===== config.mk =====
export PLATFORM = sky130hd
export DESIGN_NAME = uart_tx_arbiter
export DESIGN_NICKNAME = d
export VERILOG_FILES = /design/src/rtl/uart_tx_arbiter.sv
export SDC_FILE = /design/constraint.sdc
export NUM_CORES = 1
export LEC_CHECK = 0
export CAP_MARGIN = 0
export CORE_ASPECT_RATIO = 2
export CORE_UTILIZATION = 44
export DETAILED_ROUTE_END_ITERATION = 8
export GPL_TIMING_DRIVEN = 0
export HOLD_SLACK_MARGIN = 0.08
export PLACE_DENSITY = 0.81
export SLEW_MARGIN = 15
export SYNTH_ARGS = -nofsm -noshare
export SYNTH_HDL_FRONTEND = slang
export SYNTH_SLANG_ARGS = --single-unit

===== constraint.sdc =====
create_clock -name SysClk -period 3.1 [get_ports SysClk]
set_clock_uncertainty 0.2 [all_clocks]
set_input_delay 0.775 -clock SysClk [delete_from_list [all_inputs] [get_ports SysClk]]
set_output_delay 0.775 -clock SysClk [all_outputs]
set_load 0.05 [all_outputs]

===== src/rtl/uart_tx_arbiter.sv =====
// uart_tx_arbiter: round-robin arbiter sharing one UART transmitter (define UART_ARB_PRIORITY_EN for fixed priority on requester 0)
module uart_tx_arbiter #(
  parameter int NUM_REQ       = 4,
  parameter int DATA_BITS     = 8,
  parameter int START_TIMEOUT = 64
) (
  input  logic                         SysClk,
  input  logic                         Rst,
  input  logic [NUM_REQ-1:0]           Req,
  input  logic [NUM_REQ*DATA_BITS-1:0] Req_Data,
  output logic [NUM_REQ-1:0]           Ack,
  input  logic                         Tx_Busy,
  input  logic                         BIST_Busy,
  output logic [DATA_BITS-1:0]         Tx_Data,
  output logic                         Transmit_Start,
  output logic [$clog2(NUM_REQ)-1:0]   Grant_Id,
  output logic                         Active,
  output logic                         Timeout_Err
);
  localparam int IW = $clog2(NUM_REQ);
  localparam int CW = $clog2(START_TIMEOUT) + 1;
  typedef enum logic [1:0] {IDLE, START, WAIT_DONE} state_t;
  state_t state_q, state_d;
  logic [NUM_REQ-1:0] ack_q, ack_d, rr_req;
  logic [DATA_BITS-1:0] tx_data_q, tx_data_d;
  logic [IW-1:0] grant_id_q, grant_id_d, rr_ptr_q, rr_ptr_d, rr_win, win_id, next_ptr;
  logic [CW-1:0] cnt_q, cnt_d;
  logic ts_q, ts_d, active_q, active_d, to_q, to_d, pri0, keep_ptr;
`ifdef UART_ARB_PRIORITY_EN
  assign rr_req   = {Req[NUM_REQ-1:1], 1'b0};
  assign pri0     = Req[0];
  assign keep_ptr = grant_id_q == '0;
`else
  assign rr_req   = Req;
  assign pri0     = 1'b0;
  assign keep_ptr = 1'b0;
`endif
  function automatic int wrap(input int v);
    return v >= NUM_REQ ? v - NUM_REQ : v;
  endfunction
  // Nearest set request at or above rr_ptr; scanning downward lets the closest one win
  always_comb begin
    rr_win = '0;
    for (int i = NUM_REQ - 1; i >= 0; i--)
      if (rr_req[wrap(int'(rr_ptr_q) + i)]) rr_win = IW'(wrap(int'(rr_ptr_q) + i));
  end
  assign win_id   = pri0 ? '0 : rr_win;
  assign next_ptr = grant_id_q == IW'(NUM_REQ - 1) ? '0 : grant_id_q + 1'b1;
  // Next-state and registered-output computation
  always_comb begin
    state_d    = state_q;
    ack_d      = '0;
    tx_data_d  = tx_data_q;
    grant_id_d = grant_id_q;
    rr_ptr_d   = rr_ptr_q;
    cnt_d      = cnt_q;
    ts_d       = 1'b0;
    to_d       = 1'b0;
    case (state_q)
      IDLE: if (|Req && !Tx_Busy && !BIST_Busy) begin
        state_d    = START;
        ts_d       = 1'b1;
        cnt_d      = '0;
        grant_id_d = win_id;
        tx_data_d  = Req_Data[win_id*DATA_BITS +: DATA_BITS];
      end
      START: if (Tx_Busy) begin
        state_d           = WAIT_DONE;
        ack_d[grant_id_q] = 1'b1;
        rr_ptr_d          = keep_ptr ? rr_ptr_q : next_ptr;
      end else if (cnt_q == CW'(START_TIMEOUT - 1)) begin
        state_d  = IDLE;
        to_d     = 1'b1;
        rr_ptr_d = keep_ptr ? rr_ptr_q : next_ptr;
      end else begin
        ts_d  = 1'b1;
        cnt_d = cnt_q + 1'b1;
      end
      WAIT_DONE: state_d = Tx_Busy ? WAIT_DONE : IDLE;
      default: state_d = IDLE;
    endcase
    active_d = state_d != IDLE;
  end
  // State and output registers
  always_ff @(posedge SysClk) begin
    if (Rst) begin
      state_q    <= IDLE;
      ack_q      <= '0;
      tx_data_q  <= '0;
      grant_id_q <= '0;
      rr_ptr_q   <= '0;
      cnt_q      <= '0;
      ts_q       <= 1'b0;
      active_q   <= 1'b0;
      to_q       <= 1'b0;
    end else begin
      state_q    <= state_d;
      ack_q      <= ack_d;
      tx_data_q  <= tx_data_d;
      grant_id_q <= grant_id_d;
      rr_ptr_q   <= rr_ptr_d;
      cnt_q      <= cnt_d;
      ts_q       <= ts_d;
      active_q   <= active_d;
      to_q       <= to_d;
    end
  end
  assign Ack            = ack_q;
  assign Tx_Data        = tx_data_q;
  assign Grant_Id       = grant_id_q;
  assign Transmit_Start = ts_q;
  assign Active         = active_q;
  assign Timeout_Err    = to_q;
endmodule


==> results of run 1 <==
-- power by group --
group / switching, W / internal [W]
logic: 0.0000991 / 0.0000925
clock network: 0.000107 / 0.000113
registers: 0.00000874 / 0.000372
-- layout make-up --
| class | count | area share |
|---|---|---|
| Sequential cell | 28 | 0.2657 |
| Multi-Input combinational cell | 117 | 0.4081 |
| Timing Repair Buffer | 56 | 0.2657 |
| Clock buffer | 4 | 0.02610 |
| Inverter | 5 | 0.008897 |
| Tap cell | 31 | 0.01839 |
| Buffer | 2 | 0.007117 |
-- worst max path at each step --
stage / start / to / slack (ns) / cells past startpoint
6_report: Req[2] / Tx_Data[2] / 0.33 / 6
5_1_grt: Tx_Busy / Tx_Data[1] / 0.14 / 6
4_1_cts: Req[3] / cnt_q[5] / 0.33 / 7
3_5_place_dp: Req[2] / Tx_Data[4] / 0.05 / 6
3_3_place_gp: Req[0] / Tx_Data[4] / 0.12 / 6
2_1_floorplan: Req[3] / cnt_q[3] / 0.77 / 6
-- cell families after synthesis --
group,Yosys count,synth area share
compound gates,40,0.2158
xor+xnor,5,0.03009
buf+inv,7,0.02321
flops,28,0.3852
simple gates,55,0.2132
mux,12,0.08943
fa+ha+maj,5,0.04299
-- flip-flops by register name (all words and copies together) (netlist names) --
register and count:
Transmit_Start 1, Grant_Id 2, Tx_Data 8, Ack 4, state_q 2, Active 1, rr_ptr_q 2, Timeout_Err 1
cnt_q 7
-- routing by layer --
metal,share of wire,global-route usage,wire (um),up-vias
li1,-,-,-,678
met1,0.33,0.2169,1295,675
met2,0.60,0.4532,2329,56
met3,0.048,0.03696,185,12
met4,0.019,0.09943,75,0
met5,0,0,0,-
-- cell usage after synthesis, drive strengths merged --
| cell | number | area [um2] |
|---|---|---|
| nor2 | 19 | 88.84 |
| nor4 | 1 | 12.51 |
| a211o | 1 | 10.01 |
| and4 | 1 | 8.760 |
| nand3 | 8 | 40.04 |
| o22ai | 1 | 6.260 |
| dfxtp | 28 | 560.5 |
| nand3b | 1 | 7.510 |
| o21a | 2 | 15.01 |
| nand2 | 5 | 21.27 |
| nor3 | 3 | 15.01 |
| buf | 1 | 11.26 |
| and2 | 4 | 25.02 |
| clkbuf | 1 | 3.750 |
| o211a | 1 | 10.01 |
| and3b | 1 | 8.760 |
| ha | 5 | 62.56 |
| mux2i | 4 | 40.04 |
| nand2b | 2 | 12.51 |
| o2111ai | 2 | 17.52 |
| o311a | 1 | 10.01 |
| nand4 | 1 | 6.260 |
| and3 | 3 | 18.77 |
| mux2 | 8 | 90.09 |
| or4 | 1 | 11.26 |
| xnor2 | 1 | 8.760 |
| a221o | 8 | 80.08 |
| nand4b | 1 | 8.760 |
| a21o | 1 | 8.760 |
| a22oi | 1 | 7.510 |
| xor2 | 4 | 35.03 |
| nor2b | 4 | 25.02 |
| a211oi | 1 | 20.02 |
| o21ai | 10 | 50.04 |
| a21oi | 3 | 18.77 |
| inv | 5 | 18.77 |
| a21boi | 8 | 60.06 |
-- stage by stage --
| step | hold WS [ns] | util | area, um2 | total power [W] |
|---|---|---|---|---|
| CTS | 0.2877 | 0.6683 | 2110 | 0.0007938 |
| detailed placement | 0.2744 | 0.6508 | 2054 | 0.0005786 |
| floorplan | 0.2585 | - | 1455 | 0.0004888 |
| finish | 0.2926 | 0.6683 | 2110 | 0.0007928 |
| global placement | 0.2675 | 0.6508 | 2054 | 0.0005716 |
| global route | 0.3185 | 0.6683 | 2110 | 0.0008235 |
-- critical path: cells and delay by family --
kind                   cells  cell delay, ns
and+or+nand+nor            2            0.62
buffers and inverters      1            0.53
AOI/OAI and AO/OA          2            0.45
muxes                      1            0.37
==> reports/qor.yml, run 1 <==
clock_network:
  ctsHoldBuffers: 0
  cts_buffers: 3
  cts_setup_buffers: 0
  clockRootBuffer: "clkbuf_8"
  cts_max_path_buffers: 2
  clkLatencyLatePin_ns: 0.27
  cts_resized: 0
  clk_pin_slew_ns: 0.09
  cts_num_sinks: 28
  htreeDepth: 1
  cts_tree: "built"
detailed_routing:
  totalWireLength_um: 3886
  postRouteAntennaNets: 0
  wl_per_cell_um: 15.99
  via_count: 1421
  drtPass1Iterations: 4
  vias_per_cell: 5.848
  drt-initial-drc-count: 36
  drc: 0
power:
  irDropWorstVdd_uv: 229.0
  power_density_nw_per_um2: 375.8
  p_leak_nw: 0.7870
finish:
  layout-drive-gt1-share: 0.07075
  nets: 258
  stdcell_count: 243
  fill_cells: 277
  area_growth_pct: 44.97
  seqCellArea_um2: 560.5
  final_cell_mix: "clkdlybuf4s50_1, dfxtp_1, nor2_1"
  diodes: 0
  multi_input_area_um2: 860.8
  final_common_cell: "clkdlybuf4s50_1"
timing:
  finalCritPeriodShare: 0.8949
  report.final.slew_viol_count: 0
  final_hold_viol_count: 0
  fin_ws_ns: 0.3258
  tightest_slew_ns: 0.6498
  rsz0062_at_grt: "false"
  slew_headroom: 0.5632
  period_minus_slack_ns: 2.774
  setup_tns_ns: 0
  setup_viol: 0
  fmax_mhz: 360.5
place:
  dpl.cell_count: 239
  gp_congestion: 0.7844
  hpwl_um: 3120
  port_buffers: 56
  dp_slack_ns: 0.05449
worst_setup_path:
  crit_type: "in -> reg"
  r2r_setup_slack_ns: 0.91
  slowest_stage: "clkdlybuf4s50_1"
  crit_fanout: 9
  reg2reg_to: "Tx_Data[2]"
  worstPathArrival_ns: 2.74
  path_cells: "clkdlybuf4s50_1 > nor2b_1 > a211oi_4 > nor2_4 > mux2_1 > a221o_1"
  r2r-start: "rr_ptr_q[1]"
  crit_required_ns: 3.06
  cp-start-kind: "input pin"
  ff2ff_path_depth: 5
  cpPeakStageDelay_ns: 0.53
  crit_path_end_kind: "flop"
yosys:
  ys_seq_elements: 28
  syn_inst: 152
  syn_avg_cell_area_um2: 9.573
  netlist_area_um2: 1455
  synth_cell_types: 42
  synthesis.nets: 197
  ys_seq_area_frac: 0.3852
  ys_warn_count: 0
die:
  rows: 29
  die-area_um2: 3555
  core_um2: 3157
  initial_core_util: 0.4610
  die_height_um: 83.33
  boundaryPins: 57
  die_w_um: 42.67
grt:
  grt.total_usage: 0.2317
  grt_pass1_vias: 1534
  grt_overflow: 0
  grt_max_degree: 16
  antenna_found_initial: 0
  grt_pass1_wl_um: 6548
hold_path:
  holdPathStages: 1
  hp-class: "reg -> reg"
  min_to: "cnt_q[6]"
  min_from: "cnt_q[6]"
outcome:
  outcome: "finished clean"
run:
  max-cap-violations: 0
(Power assumes the default switching activity.)
==> run 2, diff against run 1 <==
--- a/config.mk
+++ b/config.mk
@@ -5,11 +5,11 @@
 export SDC_FILE = /design/constraint.sdc
 export NUM_CORES = 1
 export LEC_CHECK = 0
+export ABC_AREA = 0
 export CAP_MARGIN = 0
 export CORE_ASPECT_RATIO = 2
 export CORE_UTILIZATION = 44
 export DETAILED_ROUTE_END_ITERATION = 8
-export GPL_TIMING_DRIVEN = 0
 export HOLD_SLACK_MARGIN = 0.08
 export PLACE_DENSITY = 0.81
 export SLEW_MARGIN = 15
==> reports/qor.yml, run 2 (synthesis results as in run 1) <==
place:
  hpwl_um: 3055  # -2.1%
  post_dp_cell_area_um2: 2062  # +0.37%
  gp_congestion: 0.7277  # -7.2%
  port_buffers: 56  # unchanged
die:
  rows: 29  # unchanged
  die_height_um: 83.33  # unchanged
  die-area_um2: 3555  # unchanged
  boundaryPins: 57  # unchanged
  die_w_um: 42.67  # unchanged
  initial_core_util: 0.4610  # unchanged
  core_um2: 3157  # unchanged
detailed_routing:
  drt-initial-drc-count: 34  # -5.6%
  postRouteAntennaNets: 0  # unchanged
  drc: 0  # unchanged
  drtPass1Iterations: 4  # unchanged
  via_count: 1395  # -1.8%
  vias_per_cell: 5.717  # -2.2%
  wl_per_cell_um: 15.18  # -5.0%
  totalWireLength_um: 3705  # -4.7%
hold_path:
  min_from: "Tx_Data[4]"
  hp-class: "reg -> reg"
clock_network:
  clockRootBuffer: "clkbuf_8"
  cts_setup_buffers: 0  # unchanged
  clk_pin_slew_ns: 0.09  # about the same
  cts_num_sinks: 28  # unchanged
  cts_buffers: 3  # unchanged
  cts_tree: "built"
  cts_max_path_buffers: 2  # unchanged
  htreeDepth: 1  # unchanged
  ctsHoldBuffers: 0  # unchanged
  clkLatencyLatePin_ns: 0.27  # about the same
  cts_resized: 0  # unchanged
worst_setup_path:
  startpoint: "Req[3]"
  crit_path_end_kind: "flop"
  worstPathArrival_ns: 2.70  # -0.04 ns
  r2r-start: "rr_ptr_q[1]"
  cp-start-kind: "input pin"
  crit_fanout: 8  # -1
  crit_type: "in -> reg"
  crit_required_ns: 3.07  # about the same
timing:
  rsz0062_at_grt: "false"
  report.final.slew_viol_count: 0  # unchanged
  period_minus_slack_ns: 2.726  # -0.04794 ns
  fmax_mhz: 366.8  # +1.8%
  setup_viol: 0  # unchanged
  setup_tns_ns: 0  # unchanged
  finalCritPeriodShare: 0.8794  # -0.01546
  final_hold_viol_count: 0  # unchanged
  tightest_slew_ns: 0.5975  # -0.05234 ns
  slew_headroom: 0.5984  # +0.03518
finish:
  design_area_um2: 2133  # +1.1%
  layout-drive-gt1-share: 0.07981  # +0.009057
  diodes: 0  # unchanged
  final_cell_mix: "clkdlybuf4s50_1, dfxtp_1, nor2_1"
  largest_register_ffs: 8  # unchanged
  area_growth_pct: 46.60
  fin_util: 0.6758  # +0.007531
  final_common_cell: "clkdlybuf4s50_1"
  nets: 259  # +0.39%
grt:
  grt_pass1_vias: 1503  # -2.0%
  grt_max_degree: 17  # +1
  antenna_found_initial: 0  # unchanged
  grt_pass1_wl_um: 6251  # -4.5%
  grt_overflow: 0  # unchanged
  grt.total_usage: 0.2226  # -0.009056
run:
  max-cap-violations: 0  # unchanged
power:
  p_leak_nw: 0.8008  # +1.7%
  power_density_nw_per_um2: 400.5  # +6.6%
  irDropWorstVdd_uv: 244.8  # +6.9%
outcome:
  outcome: "finished clean"
## run 2: cell type report
type	count	area [um2]
fill	245	1023
multi-input combinational	117	860.8
timing repair buffer	59	583.1
sequential	28	560.5
clock buffer	3	41.29
tap	31	38.79
clock inverter	1	30.03
inverter	5	18.77
## run 2: final timing paths
path | end | slack [ns] | cells past startpoint
worst max-delay path | cnt_q[5] | 0.37 | 6
worst max register to register | Tx_Data[0] | 0.97 | 5
worst min register to register | Tx_Data[4] | 0.30 | 1
worst min-delay path | Tx_Data[4] | 0.30 | 1
## run 2: through the flow
stage | hold slack [ns] | power, W | setup WS, ns | cells
after floorplan | 0.2585 | 0.0004888 | 0.7707 | 152
after global placement | 0.2668 | 0.0005724 | 0.1903 | 240
after detailed placement | 0.2780 | 0.0005785 | 0.07217 | 240
after CTS | 0.3044 | 0.0008565 | 0.3635 | 244
after global routing | 0.3282 | 0.0008826 | 0.2596 | 244
final | 0.3030 | 0.0008543 | 0.3737 | 244
## run 2: critical path, cell delays in order
cell	delay (ns)
clkdlybuf4s50_1	0.46
or4_4	0.57
and3b_1	0.32
o2111ai_1	0.30
xor2_1	0.19
nor2_1	0.07
## run 2: power breakdown
group / switching, W / internal (W)
clock: 0.000111 / 0.000173
combinational: 0.0000959 / 0.0000935
sequential: 0.00000913 / 0.000372
total: 0.000216 / 0.000638
## run 2: metal layers
metal	vias to the layer above	global-route usage	part of all wire
li1	678	-	-
met1	651	0.2085	0.34
met2	57	0.4325	0.59
met3	9	0.03696	0.046
met4	0	0.09943	0.024
met5	-	0	0
